<file path="config.mk">
export PLATFORM = sky130hd
export DESIGN_NAME = systolic_feeder
export DESIGN_NICKNAME = d
export VERILOG_FILES = /design/src/rtl/systolic_feeder.sv
export SDC_FILE = /design/constraint.sdc
export NUM_CORES = 1
export LEC_CHECK = 0
export BUFFER_PORTS_ARGS = -buffer_cell sky130_fd_sc_hd__buf_2
export CAP_MARGIN = 20
export CORE_MARGIN = 4
export CORE_UTILIZATION = 27
export CTS_CLUSTER_SIZE = 28
export DETAILED_ROUTE_END_ITERATION = 12
export PLACE_DENSITY = 0.57
export RECOVER_POWER = 50
export SYNTH_ARGS = -nofsm -noshare
export SYNTH_HDL_FRONTEND = slang
export SYNTH_SLANG_ARGS = --single-unit
export TNS_END_PERCENT = 1
</file>
<file path="constraint.sdc">
create_clock -name clk -period 2.8 [get_ports clk]
set_input_delay 0.14 -clock clk [delete_from_list [all_inputs] [get_ports clk]]
set_output_delay 0.14 -clock clk [all_outputs]
set_load 0.05 [all_outputs]
</file>
<file path="src/rtl/systolic_feeder.sv">
// systolic_feeder: buffers A and B, then streams skewed operands into an N x N output-stationary PE array.
//   clk, rst_n          clock and asynchronous active-low reset
//   ld_en/ld_sel        buffer write strobe and select (0 = A, 1 = B), accepted only while idle
//   ld_row/ld_col       element index; ld_data element value
//   start               begin a run (ignored while busy)
//   accum               only with FEEDER_ACCUM_EN: skip the clear pulse so products add onto the accumulators
//   busy/done/clear     run in progress, one-cycle completion pulse, array clear
//   a_edge/b_edge       west edge (row i) and north edge (column j), WIDTH bits per lane
module systolic_feeder #(
   parameter int WIDTH = 8,
   parameter int N     = 2,
   localparam int IW   = (N > 1) ? $clog2(N) : 1
) (
   input  logic               clk,
   input  logic               rst_n,
   input  logic               ld_en,
   input  logic               ld_sel,
   input  logic [IW-1:0]      ld_row,
   input  logic [IW-1:0]      ld_col,
   input  logic [WIDTH-1:0]   ld_data,
`ifdef FEEDER_ACCUM_EN
   input  logic               accum,
`endif
   input  logic               start,
   output logic               busy,
   output logic               done,
   output logic               clear,
   output logic [N*WIDTH-1:0] a_edge,
   output logic [N*WIDTH-1:0] b_edge
);
   localparam int TW = $clog2(3 * N);
   localparam logic [TW-1:0] LAST = TW'(3 * N - 3);
   typedef enum logic [1:0] {IDLE, CLEAR, FEED} state_t;
   state_t state_q, state_d;
   logic [TW-1:0] t_q, t_d;
   logic busy_q, busy_d, done_q, done_d, clear_q, clear_d;
   logic [N*WIDTH-1:0] a_edge_q, a_edge_d, b_edge_q, b_edge_d;
   logic [WIDTH-1:0] abuf_q [N][N];
   logic [WIDTH-1:0] abuf_d [N][N];
   logic [WIDTH-1:0] bbuf_q [N][N];
   logic [WIDTH-1:0] bbuf_d [N][N];
   logic skip_clear;
   int k;
`ifdef FEEDER_ACCUM_EN
   assign skip_clear = accum;
`else
   assign skip_clear = 1'b0;
`endif
   always_comb begin
      abuf_d = abuf_q;
      bbuf_d = bbuf_q;
      if (ld_en && state_q == IDLE) begin
         if (ld_sel) bbuf_d[ld_row][ld_col] = ld_data;
         else abuf_d[ld_row][ld_col] = ld_data;
      end
   end
   always_comb begin
      state_d = state_q;
      t_d = t_q;
      done_d = 1'b0;
      case (state_q)
         IDLE: if (start) begin
            state_d = skip_clear ? FEED : CLEAR;
            t_d = '0;
         end
         CLEAR: begin
            state_d = FEED;
            t_d = '0;
         end
         FEED: if (t_q == LAST) begin
            state_d = IDLE;
            t_d = '0;
            done_d = 1'b1;
         end else t_d = t_q + TW'(1);
         default: state_d = IDLE;
      endcase
   end
   // Outputs are registered, so they are computed from the next state and the post-write buffers;
   // this lets a write in the start cycle reach even the first feed step of an accumulate run.
   always_comb begin
      busy_d = state_d != IDLE;
      clear_d = state_d == CLEAR;
      a_edge_d = '0;
      b_edge_d = '0;
      k = 0;
      if (state_d == FEED)
         for (int i = 0; i < N; i++) begin
            k = int'(t_d) - i;
            if (k >= 0 && k < N) begin
               a_edge_d[i*WIDTH +: WIDTH] = abuf_d[i][IW'(k)];
               b_edge_d[i*WIDTH +: WIDTH] = bbuf_d[IW'(k)][i];
            end
         end
   end
   always_ff @(posedge clk or negedge rst_n)
      if (!rst_n) begin
         state_q  <= IDLE;
         t_q      <= '0;
         busy_q   <= 1'b0;
         done_q   <= 1'b0;
         clear_q  <= 1'b0;
         a_edge_q <= '0;
         b_edge_q <= '0;
         abuf_q   <= '{default: '0};
         bbuf_q   <= '{default: '0};
      end else begin
         state_q  <= state_d;
         t_q      <= t_d;
         busy_q   <= busy_d;
         done_q   <= done_d;
         clear_q  <= clear_d;
         a_edge_q <= a_edge_d;
         b_edge_q <= b_edge_d;
         abuf_q   <= abuf_d;
         bbuf_q   <= bbuf_d;
      end
   assign busy   = busy_q;
   assign done   = done_q;
   assign clear  = clear_q;
   assign a_edge = a_edge_q;
   assign b_edge = b_edge_q;
endmodule

</file>
==> flow_metrics.py, run 1 <==
metrics = {
    "critical_path": {
        "crit_fanout": 16,
        "r2r-start": "t_q[0]",
        "crit_path_start": "t_q[0]",
        "slowest_stage": "dfrtp_1",
        "start_kind": "flop",
        "path_cells": "ha_1 -> nand2b_1 -> nand2b_4 -> o21ai_2 -> inv_1 -> ha_1 -> o2111ai_4 -> a21boi_1",
        "cp.buffers_inverters": 1,
        "cpMostUsedCell": "ha_1",
        "arrival_ns": 2.51,
        "endpoint_kind": "flop",
        "required_ns": 3.04,
        "regToRegSetupSlack_ns": 0.54,
        "crit_family": "compound AO/OA/AOI/OAI gates",
        "worstSetupPathType": "reg2reg",
        "cp_slowest_stage_delay_ns": 0.41,
    },
    "pwr": {
        "switchingPower_uw": 1454,
        "p_int_uw": 2223,
        "seqPwrFrac": 0.422,
        "clkPwrFrac": 0.195,
        "ir_drop_mv": 0.4952,
        "comb_power_share": 0.384,
        "cellPowerDensity_nw_per_um2": 1111,
        "leakage_uw": 0.001570,
        "swShare": 0.3954,
    },
    "yosys": {
        "async_flop_share": 1.000,
        "synth_area_per_cell_um2": 15.30,
        "syn-cell-area_um2": 2784,
        "synth.distinct_cells": 31,
        "synth_top_cell_by_area": "dfrtp_1",
        "ys_seq_area_frac": 0.6472,
        "synth_warnings": 0,
        "syn_nets": 199,
        "syn_inst": 182,
        "synth_top_area_frac": 0.6472,
        "synthTopCellsByArea": "dfrtp_1 65%, mux2_2 13%, a21boi_2 4.0%",
        "synth_edf_count": 0,
        "synth_top_flop_cell": "dfrtp_1",
        "ys_seq_elements": 72,
    },
    "clocking": {
        "post_cts_buffers": 0,
        "clock_sinks": 72,
        "cts_resized": 0,
        "cts_buffers": 9,
        "clock-root-buffer": "clkbuf_8",
        "cts_buffer_depth": 2,
        "cts.htree.levels": 3,
        "clk_latency_ns": 0.34,
        "cts_tree": "yes",
        "holdBufCountCts": 0,
        "path_clk_slew_ns": 0.07,
    },
    "die": {
        "die-width_um": 109.5,
        "die-area_um2": 12000,
        "die_h_um": 109.5,
        "start_util": 0.2809,
        "rows": 36,
        "core-area_um2": 9910,
        "top_level_ports": 50,
    },
    "sta": {
        "clock-skew-final_ns": 0.01263,
        "period_minus_slack_ns": 2.263,
        "period_share": 0.8083,
        "finalHoldViolations": 0,
        "tightestPinTransition_ns": 1.717,
        "finalSetupViolations": 0,
        "rsz0062_at_grt": "false",
        "max-slew-margin-rel": -0.1444,
        "fin_setup_tns_ns": 0,
        "fmax_mhz": 441.8,
        "final_max_slew_viol_count": 73,
        "setup_slack_ns": 0.5367,
    },
    "layout": {
        "layout_common_cells": "72 x dfrtp_1, 34 x buf_2, 32 x mux2_2, 15 x clkbuf_1",
        "area_growth_pct": 18.83,
        "drive_gt1_frac": 0.4380,
        "utilization": 0.3338,
        "final_common_cell": "dfrtp_1",
        "antenna_cells": 0,
        "final_cells": 375,
        "final_nets": 255,
    },
    "place": {
        "hpwl_um": 3730,
        "place.gp.congestion": 0.7607,
        "port-buffer-count": 49,
        "post-place-ws_ns": 0.5051,
        "dp.cells": 360,
    },
    "drt": {
        "drc": 0,
        "routedWlPerCell_um": 14.48,
        "antenna_left": 0,
        "first_iter_violations": 52,
        "via_per_inst": 4.128,
        "route.vias.total": 1548,
        "wl_um": 5429,
        "drt_first_pass_iters": 3,
    },
    "grt": {
        "antenna_found_initial": 0,
        "grt_max_degree": 73,
        "grt-ovfl-total": 0,
        "grt_pass1_vias": 1656,
        "grt_first_pass_wirelength_um": 8763,
        "grtUsageTotal": 0.09907,
    },
    "worst_hold_path": {
        "hp-start": "start",
        "hold_class": "in2reg",
    },
    "status": {
        "violations": "capacitance limit, slew limit",
        "outcome": "finished, violations left",
    },
    "run": {
        "cap_viol_max_count": 1,
    },
}
power groups by stage:
stage | sequential, uW | combinational [uW] | clock, uW
after floorplan | 2050 | 670 | 0
after global placement | 1560 | 1450 | 0
after detailed placement | 1570 | 1460 | 0
after CTS | 1550 | 1460 | 737
after global routing | 1590 | 1520 | 787
final | 1550 | 1410 | 715
path summary, 6_finish.rpt:
| check | endpoint | depth (start not counted) |
|---|---|---|
| min | clear | 2 |
| max in group asynchronous | abuf_q[31] | 2 |
| max reg2reg | b_edge[11] | 8 |
| min in group asynchronous | clear | 2 |
| max | b_edge[11] | 8 |
| min reg2reg | bbuf_q[25] | 1 |
state kept, by name (all words and copies together), names as in the netlist:
| register | count |
|---|---|
| done | 1 |
| b_edge | 16 |
| state_q | 2 |
| a_edge | 16 |
| bbuf_q | 16 |
| clear | 1 |
| abuf_q | 16 |
| t_q | 3 |
| busy | 1 |
metal layers:
layer | vias to the layer above | wire, um | track usage
met3 | 10 | 281 | 0.02584
met2 | 33 | 2587 | 0.1508
met5 | - | 0 | 0
met1 | 770 | 2431 | 0.1276
li1 | 735 | - | -
met4 | 0 | 129 | 0.05610
cells by family (layout without fill, tap and decap cells):
| family | Yosys count | in the layout | synth area share |
|---|---|---|---|
| simple gates | 41 | 41 | 0.09978 |
| compound gates | 23 | 23 | 0.08495 |
| fa+ha+maj | 2 | 2 | 0.008987 |
| buf+inv | 12 | 72 | 0.02966 |
| flops | 72 | 72 | 0.6472 |
| mux | 32 | 32 | 0.1294 |
area by class of cell:
| type | instances | area (um^2) |
|---|---|---|
| multi-input combinational | 98 | 899.6 |
| timing repair buffer | 53 | 254.0 |
| inverter | 4 | 15.01 |
| fill | 1004 | 6601 |
| tap | 133 | 166.4 |
| clock buffer | 10 | 137.6 |
| clock inverter | 5 | 33.78 |
| sequential | 72 | 1802 |
cells in the mapped netlist, types with 2 or more instances:
| cell type | number |
|---|---|
| ha_1 | 2 |
| nand2_1 | 3 |
| inv_1 | 3 |
| buf_6 | 4 |
| nor3b_1 | 2 |
| nand2b_1 | 5 |
| a21oi_1 | 2 |
| nand2b_4 | 2 |
| and3_1 | 10 |
| mux2_2 | 32 |
| a21boi_0 | 5 |
| nor2_1 | 3 |
| nor2b_1 | 9 |
| a21boi_2 | 10 |
| buf_2 | 3 |
| dfrtp_1 | 72 |
through the flow:
step,cell area (um^2),power (uW),hold WS [ns]
2_1_floorplan,2784,2719,-0.1556
3_3_place_gp,3158,3004,0.4055
3_5_place_dp,3158,3034,0.4108
4_1_cts,3329,3755,0.03782
5_1_grt,3308,3904,0.08141
6_report,3308,3677,0.09647
Power figures use the tool's default switching activity.
==> inputs of run 2 (changes only) <==
--- a/config.mk
+++ b/config.mk
@@ -11,7 +11,7 @@
 export CORE_UTILIZATION = 27
 export CTS_CLUSTER_SIZE = 28
 export DETAILED_ROUTE_END_ITERATION = 12
-export PLACE_DENSITY = 0.57
+export PLACE_DENSITY = 0.58
 export RECOVER_POWER = 50
 export SYNTH_ARGS = -nofsm -noshare
 export SYNTH_HDL_FRONTEND = slang
==> constraint.sdc (replaced) <==
create_clock -name clk -period 2 [get_ports clk]
set_input_delay 0.1 -clock clk [delete_from_list [all_inputs] [get_ports clk]]
set_output_delay 0.1 -clock clk [all_outputs]
set_load 0.05 [all_outputs]
==> run 2 against run 1 <==
The run now ends clean. Wire length grew 4.8%. Via count grew 2.7%. Critical path type unchanged. Largest cell class unchanged. Sequential share of layout area shrank 3.7 points. Combinational power grew 61%. Largest power group is now combinational cells. Core utilization grew 2.5 points. Die area is the same.
==> flow_metrics.py, run 2 (synthesized netlist as in run 1, its figures left out) <==
metrics = {
    "die": {
        "die-area_um2": 12000,
        "start_util": 0.2809,
        "die_h_um": 109.5,
        "core-area_um2": 9910,
        "die-width_um": 109.5,
        "top_level_ports": 50,
        "rows": 36,
    },
    "run": {
        "cap_viol_max_count": 0,
    },
    "place": {
        "dp.cells": 373,
        "port-buffer-count": 49,
        "dpl_cell_area_um2": 3293,
        "post-place-ws_ns": 0.004099,
        "hpwl_um": 3993,
        "place.gp.congestion": 0.7760,
    },
    "clocking": {
        "path_clk_slew_ns": 0.07,
        "clock_sinks": 72,
        "cts_tree": "yes",
        "cts_buffer_depth": 2,
        "cts.htree.levels": 3,
        "clk_latency_ns": 0.34,
        "cts_buffers": 9,
        "clock-root-buffer": "clkbuf_8",
    },
    "critical_path": {
        "r2r-start": "state_q[1]",
        "crit_path_start": "state_q[1]",
        "path_cells": "buf_4 -> nor4_4 -> nor2b_1 -> buf_4 -> mux2_2 -> nor2b_1",
        "rr_worst_depth": 6,
        "arrival_ns": 2.15,
        "crit_fanout": 8,
        "critPathCapture": "a_edge[0]",
        "regToRegSetupSlack_ns": 0.07,
        "cp_slowest_stage_delay_ns": 0.48,
        "endpoint_kind": "flop",
        "slowest_stage": "dfrtp_2",
        "start_kind": "flop",
        "required_ns": 2.22,
        "r2r_end": "a_edge[0]",
        "worstSetupPathType": "reg2reg",
    },
    "drt": {
        "antenna_left": 0,
        "first_iter_violations": 33,
        "route.vias.total": 1590,
        "drt_first_pass_iters": 4,
        "via_per_inst": 4.066,
        "routedWlPerCell_um": 14.54,
        "wl_um": 5687,
        "drc": 0,
    },
    "status": {
        "outcome": "complete, no violations",
    },
    "layout": {
        "final_cells": 391,
        "utilization": 0.3587,
        "multi_input_area_um2": 943.4,
        "final_common_cell": "dfrtp_1",
        "layout_common_cells": "70 x dfrtp_1, 49 x buf_2, 32 x mux2_2, 14 x buf_4, 11 x clkbuf_8",
        "nFillCells": 987,
        "final_nets": 270,
        "regArea_um2": 1804,
        "antenna_cells": 0,
        "design_area_um2": 3555,
        "drive_gt1_frac": 0.5465,
        "area_growth_pct": 27.69,
    },
    "pwr": {
        "cellPowerDensity_nw_per_um2": 1573,
        "ir_drop_mv": 0.5656,
        "leakage_uw": 0.001729,
    },
    "grt": {
        "grt-ovfl-total": 0,
        "grtUsageTotal": 0.1022,
        "grt_first_pass_wirelength_um": 8901,
        "grt_max_degree": 73,
        "grt_pass1_vias": 1696,
        "antenna_found_initial": 0,
    },
    "sta": {
        "setup_slack_ns": 0.07257,
        "finalHoldViolations": 0,
        "final_max_slew_viol_count": 0,
        "max-slew-margin-rel": 0.3605,
        "tightestPinTransition_ns": 0.9592,
        "timing.hold.ws_ns": 0.04946,
        "period_minus_slack_ns": 1.927,
        "finalSetupViolations": 0,
        "clock-skew-final_ns": 0.006520,
        "period_share": 0.9637,
        "fmax_mhz": 518.8,
    },
    "worst_hold_path": {
        "hold_class": "in2reg",
    },
}
==> run 2: changes by cell type in the layout (fill, tap and decap cells not counted), moves of 2 or more <==
cell      delta
buf_12       +2
buf_2       +15
buf_4       +11
clkbuf_1    -15
dfrtp_1      -2
dfrtp_2      +2
ha_1         -2
==> run 2: timing repair <==
action,in CTS,in global routing
endpoints found under the setup margin,1,32
buffers inserted,0,1
hold buffers,1,0
resized for setup,0,10
pin swaps,1,4
hold endpoints to repair,72,0
==> run 2: report_power, final <==
group          switching [uW]  leakage (uW)  internal, uW
Combinational            1420      0.000698           846
Clock                     526      0.000101           639
Sequential                166      0.000930          1990
Total                    2110       0.00173          3480
==> run 2: per-layer routing <==
| layer | wire [um] | GRT usage | vias up | part of all wire |
|---|---|---|---|---|
| li1 | - | - | 767 | - |
| met5 | 0 | 0 | - | 0 |
| met1 | 2614 | 0.1319 | 779 | 0.46 |
| met2 | 2698 | 0.1552 | 33 | 0.47 |
| met3 | 217 | 0.02290 | 11 | 0.038 |
| met4 | 157 | 0.06411 | 0 | 0.028 |
==> run 2: layout make-up <==
| type | instances | area share |
|---|---|---|
| inverter | 4 | 0.004224 |
| sequential | 72 | 0.5076 |
| clock inverter | 5 | 0.01549 |
| clock buffer | 11 | 0.04259 |
| multi-input combinational | 98 | 0.2654 |
| tap | 133 | 0.04681 |
| timing repair buffer | 68 | 0.1179 |
==> run 2: how the worst min path moves through the flow <==
stage,start,endpoint,depth (start not counted)
6_report,start,clear,2
2_1_floorplan,rst_n,a_edge[0],0
3_3_place_gp,rst_n,b_edge[11],2
5_1_grt,start,state_q[0],2
4_1_cts,start,clear,2
3_5_place_dp,rst_n,b_edge[11],2
==> run 2: critical path, delay by kind of cell, from the launching register on <==
family / cells / cell delay (ns)
AND/OR/NAND/NOR: 3 / 0.61
flip-flops: 1 / 0.48
buffers and inverters: 2 / 0.36
multiplexers: 1 / 0.35
==> run 2: stage by stage <==
stage	setup TNS [ns]	power [uW]
detailed placement	0	4390
CTS	0	5567
global placement	0	4338
floorplan	0	3807
finish	0	5590
global route	-0.08519	5901
==> inputs of run 3 (changes only) <==
--- a/config.mk
+++ b/config.mk
@@ -5,6 +5,7 @@
 export SDC_FILE = /design/constraint.sdc
 export NUM_CORES = 1
 export LEC_CHECK = 0
+export ABC_AREA = 1
 export BUFFER_PORTS_ARGS = -buffer_cell sky130_fd_sc_hd__buf_2
 export CAP_MARGIN = 20
 export CORE_MARGIN = 4
==> run 3 against run 2 <==
Hold slack worse by 0.016 ns. Critical endpoint is now b_edge[13]. Die area down 0.87%. Setup slack better by 0.066 ns. Critical path depth up 6. Maximum frequency up 3.5%. Non-clock buffer count down 14. Clock power up 10%. Register-to-register slack better by 0.07 ns. Clock skew about the same. Core utilization down 1.3 points.
==> flow_metrics.py, run 3 <==
metrics = {
    "clocking": {
        "cts.htree.levels": 3,
        "cts_buffer_depth": 2,
        "clock_sinks": 72,
        "cts_buffers": 9,
        "clock-root-buffer": "clkbuf_8",
        "post_cts_buffers": 0,
        "clk_latency_ns": 0.35,
        "path_clk_slew_ns": 0.07,
        "cts_tree": "yes",
    },
    "place": {
        "hpwl_um": 4159,
        "place.gp.congestion": 0.8485,
        "dp.cells": 467,
        "port-buffer-count": 49,
    },
    "drt": {
        "first_iter_violations": 58,
        "via_per_inst": 4.006,
        "routedWlPerCell_um": 11.98,
        "route.vias.total": 1939,
        "drc": 0,
        "antenna_left": 0,
        "wl_um": 5799,
        "drt_first_pass_iters": 4,
    },
    "die": {
        "start_util": 0.2796,
        "die-width_um": 109.1,
        "top_level_ports": 50,
        "core-area_um2": 9864,
        "die-area_um2": 11890,
        "die_h_um": 109.1,
        "rows": 36,
    },
    "yosys": {
        "synth_edf_count": 0,
        "ys_seq_elements": 72,
        "synth_top_area_frac": 0.6534,
        "syn-cell-area_um2": 2758,
        "yosys-top-cells-count": "72 x dfrtp_1, 62 x nand2_1, 50 x inv_1",
        "synth_top_cell_by_area": "dfrtp_1",
        "ys_seq_area_frac": 0.6534,
        "synthTopCellsByArea": "dfrtp_1 65%, nand2_1 8.4%, inv_1 6.8%",
        "synth_top_flop_cell": "dfrtp_1",
        "synth.most_common_cell": "dfrtp_1",
        "syn_nets": 305,
        "synth.distinct_cells": 20,
        "synth_area_per_cell_um2": 9.575,
        "async_flop_share": 1.000,
        "syn_inst": 288,
        "synth_warnings": 0,
    },
    "sta": {
        "period_share": 0.9308,
        "period_minus_slack_ns": 1.862,
        "final_max_slew_viol_count": 0,
        "fmax_mhz": 537.2,
        "clock-skew-final_ns": 0.006672,
        "finalSetupViolations": 0,
        "tightestPinTransition_ns": 1.371,
        "rsz0062_at_grt": "false",
        "fin_setup_tns_ns": 0,
        "max-slew-margin-rel": 0.08625,
        "finalHoldViolations": 0,
    },
    "pwr": {
        "leakage_uw": 0.001825,
        "ir_drop_mv": 0.6896,
        "cellPowerDensity_nw_per_um2": 1631,
    },
    "grt": {
        "antenna_found_initial": 0,
        "grt_pass1_vias": 2006,
        "grt_first_pass_wirelength_um": 9763,
        "grt_max_degree": 26,
        "grt-ovfl-total": 0,
        "grtUsageTotal": 0.1084,
    },
    "critical_path": {
        "required_ns": 2.27,
        "endpoint_kind": "flop",
        "arrival_ns": 2.13,
        "worstSetupPathType": "reg2reg",
        "start_kind": "flop",
        "crit_fanout": 16,
    },
    "run": {
        "cap_viol_max_count": 0,
    },
    "layout": {
        "antenna_cells": 0,
        "drive_gt1_frac": 0.2051,
        "final_common_cell": "dfrtp_1",
        "final_cells": 484,
        "area_growth_pct": 23.59,
        "layout_common_cells": "72 x dfrtp_1, 62 x nand2_1, 50 x inv_1, 40 x nor2_1, 36 x buf_2",
        "final_nets": 363,
    },
    "status": {
        "outcome": "complete, no violations",
    },
    "worst_hold_path": {
        "hold_class": "in2reg",
    },
}
-- run 3: metal layers --
metal | share of wire | track usage | up-vias
li1 | - | - | 980
met1 | 0.45 | 0.1354 | 900
met2 | 0.47 | 0.1724 | 46
met3 | 0.061 | 0.04026 | 13
met4 | 0.015 | 0.03787 | 0
met5 | 0 | 0 | -
-- run 3: critical path, stage by stage, from the launching register on --
cell,delay [ns]
dfrtp_1,0.40
ha_1,0.21
nand2_1,0.10
nand2_1,0.12
inv_1,0.06
o21ai_2,0.16
ha_1,0.16
inv_1,0.05
nand3_1,0.07
nand2_1,0.06
nor2_2,0.13
nand2_4,0.14
nor2_1,0.13
-- run 3: repair_timing --
| action | in CTS | in global routing |
|---|---|---|
| hold buffers | 1 | 0 |
| hold endpoints to repair | 22 | 0 |
| setup endpoints to repair | 0 | 16 |
| gates resized for setup | 0 | 4 |
-- run 3: final cells by class --
| type | instances | area, um^2 |
|---|---|---|
| clock buffers | 11 | 151.4 |
| clock inverters | 5 | 78.83 |
| fillers | 1049 | 6456 |
| inverters | 52 | 195.2 |
| multi-input cells | 157 | 720.7 |
| flip-flops and latches | 72 | 1802 |
| well taps | 133 | 166.4 |
| repair buffers | 54 | 294.0 |
-- run 3: worst paths after layout --
check | end | cells after the start | startpoint | slack (ns)
max | b_edge[13] | 12 | t_q[0] | 0.14
min | bbuf_q[29] | 3 | ld_data[5] | 0.03
max reg2reg | b_edge[13] | 12 | t_q[0] | 0.14
min reg2reg | bbuf_q[22] | 2 | bbuf_q[22] | 0.48
max in group asynchronous | a_edge[13] | 2 | rst_n | 0.60
min in group asynchronous | done | 2 | rst_n | 0.60
-- run 3: per-stage QoR --
stage	setup slack [ns]	hold WS, ns	area [um^2]	total power [uW]	util
finish	0.1384	0.03385	3408	5559	0.3455
global route	0.006056	0.05101	3408	5983	0.3455
CTS	0.03162	0.01903	3418	5610	0.3465
detailed placement	0.05094	0.1304	3178	4286	0.3222
global placement	0.1972	0.1193	3178	4244	0.3222
floorplan	0.2951	-0.1956	2758	3766	-
-- run 3: kinds of logic (layout without fill, tap and decap cells) --
| kind of cell | count (synthesis) | count (layout) | synth area share |
|---|---|---|---|
| compound gates | 34 | 34 | 0.06579 |
| fa+ha+maj | 2 | 2 | 0.009073 |
| simple gates | 121 | 121 | 0.1842 |
| flops | 72 | 72 | 0.6534 |
| buf+inv | 59 | 122 | 0.08757 |
-- run 3: report_power, final --
group	internal, uW	total (uW)	switching, uW
registers	1970	2140	169
clock network	768	1290	519
logic	547	2140	1590
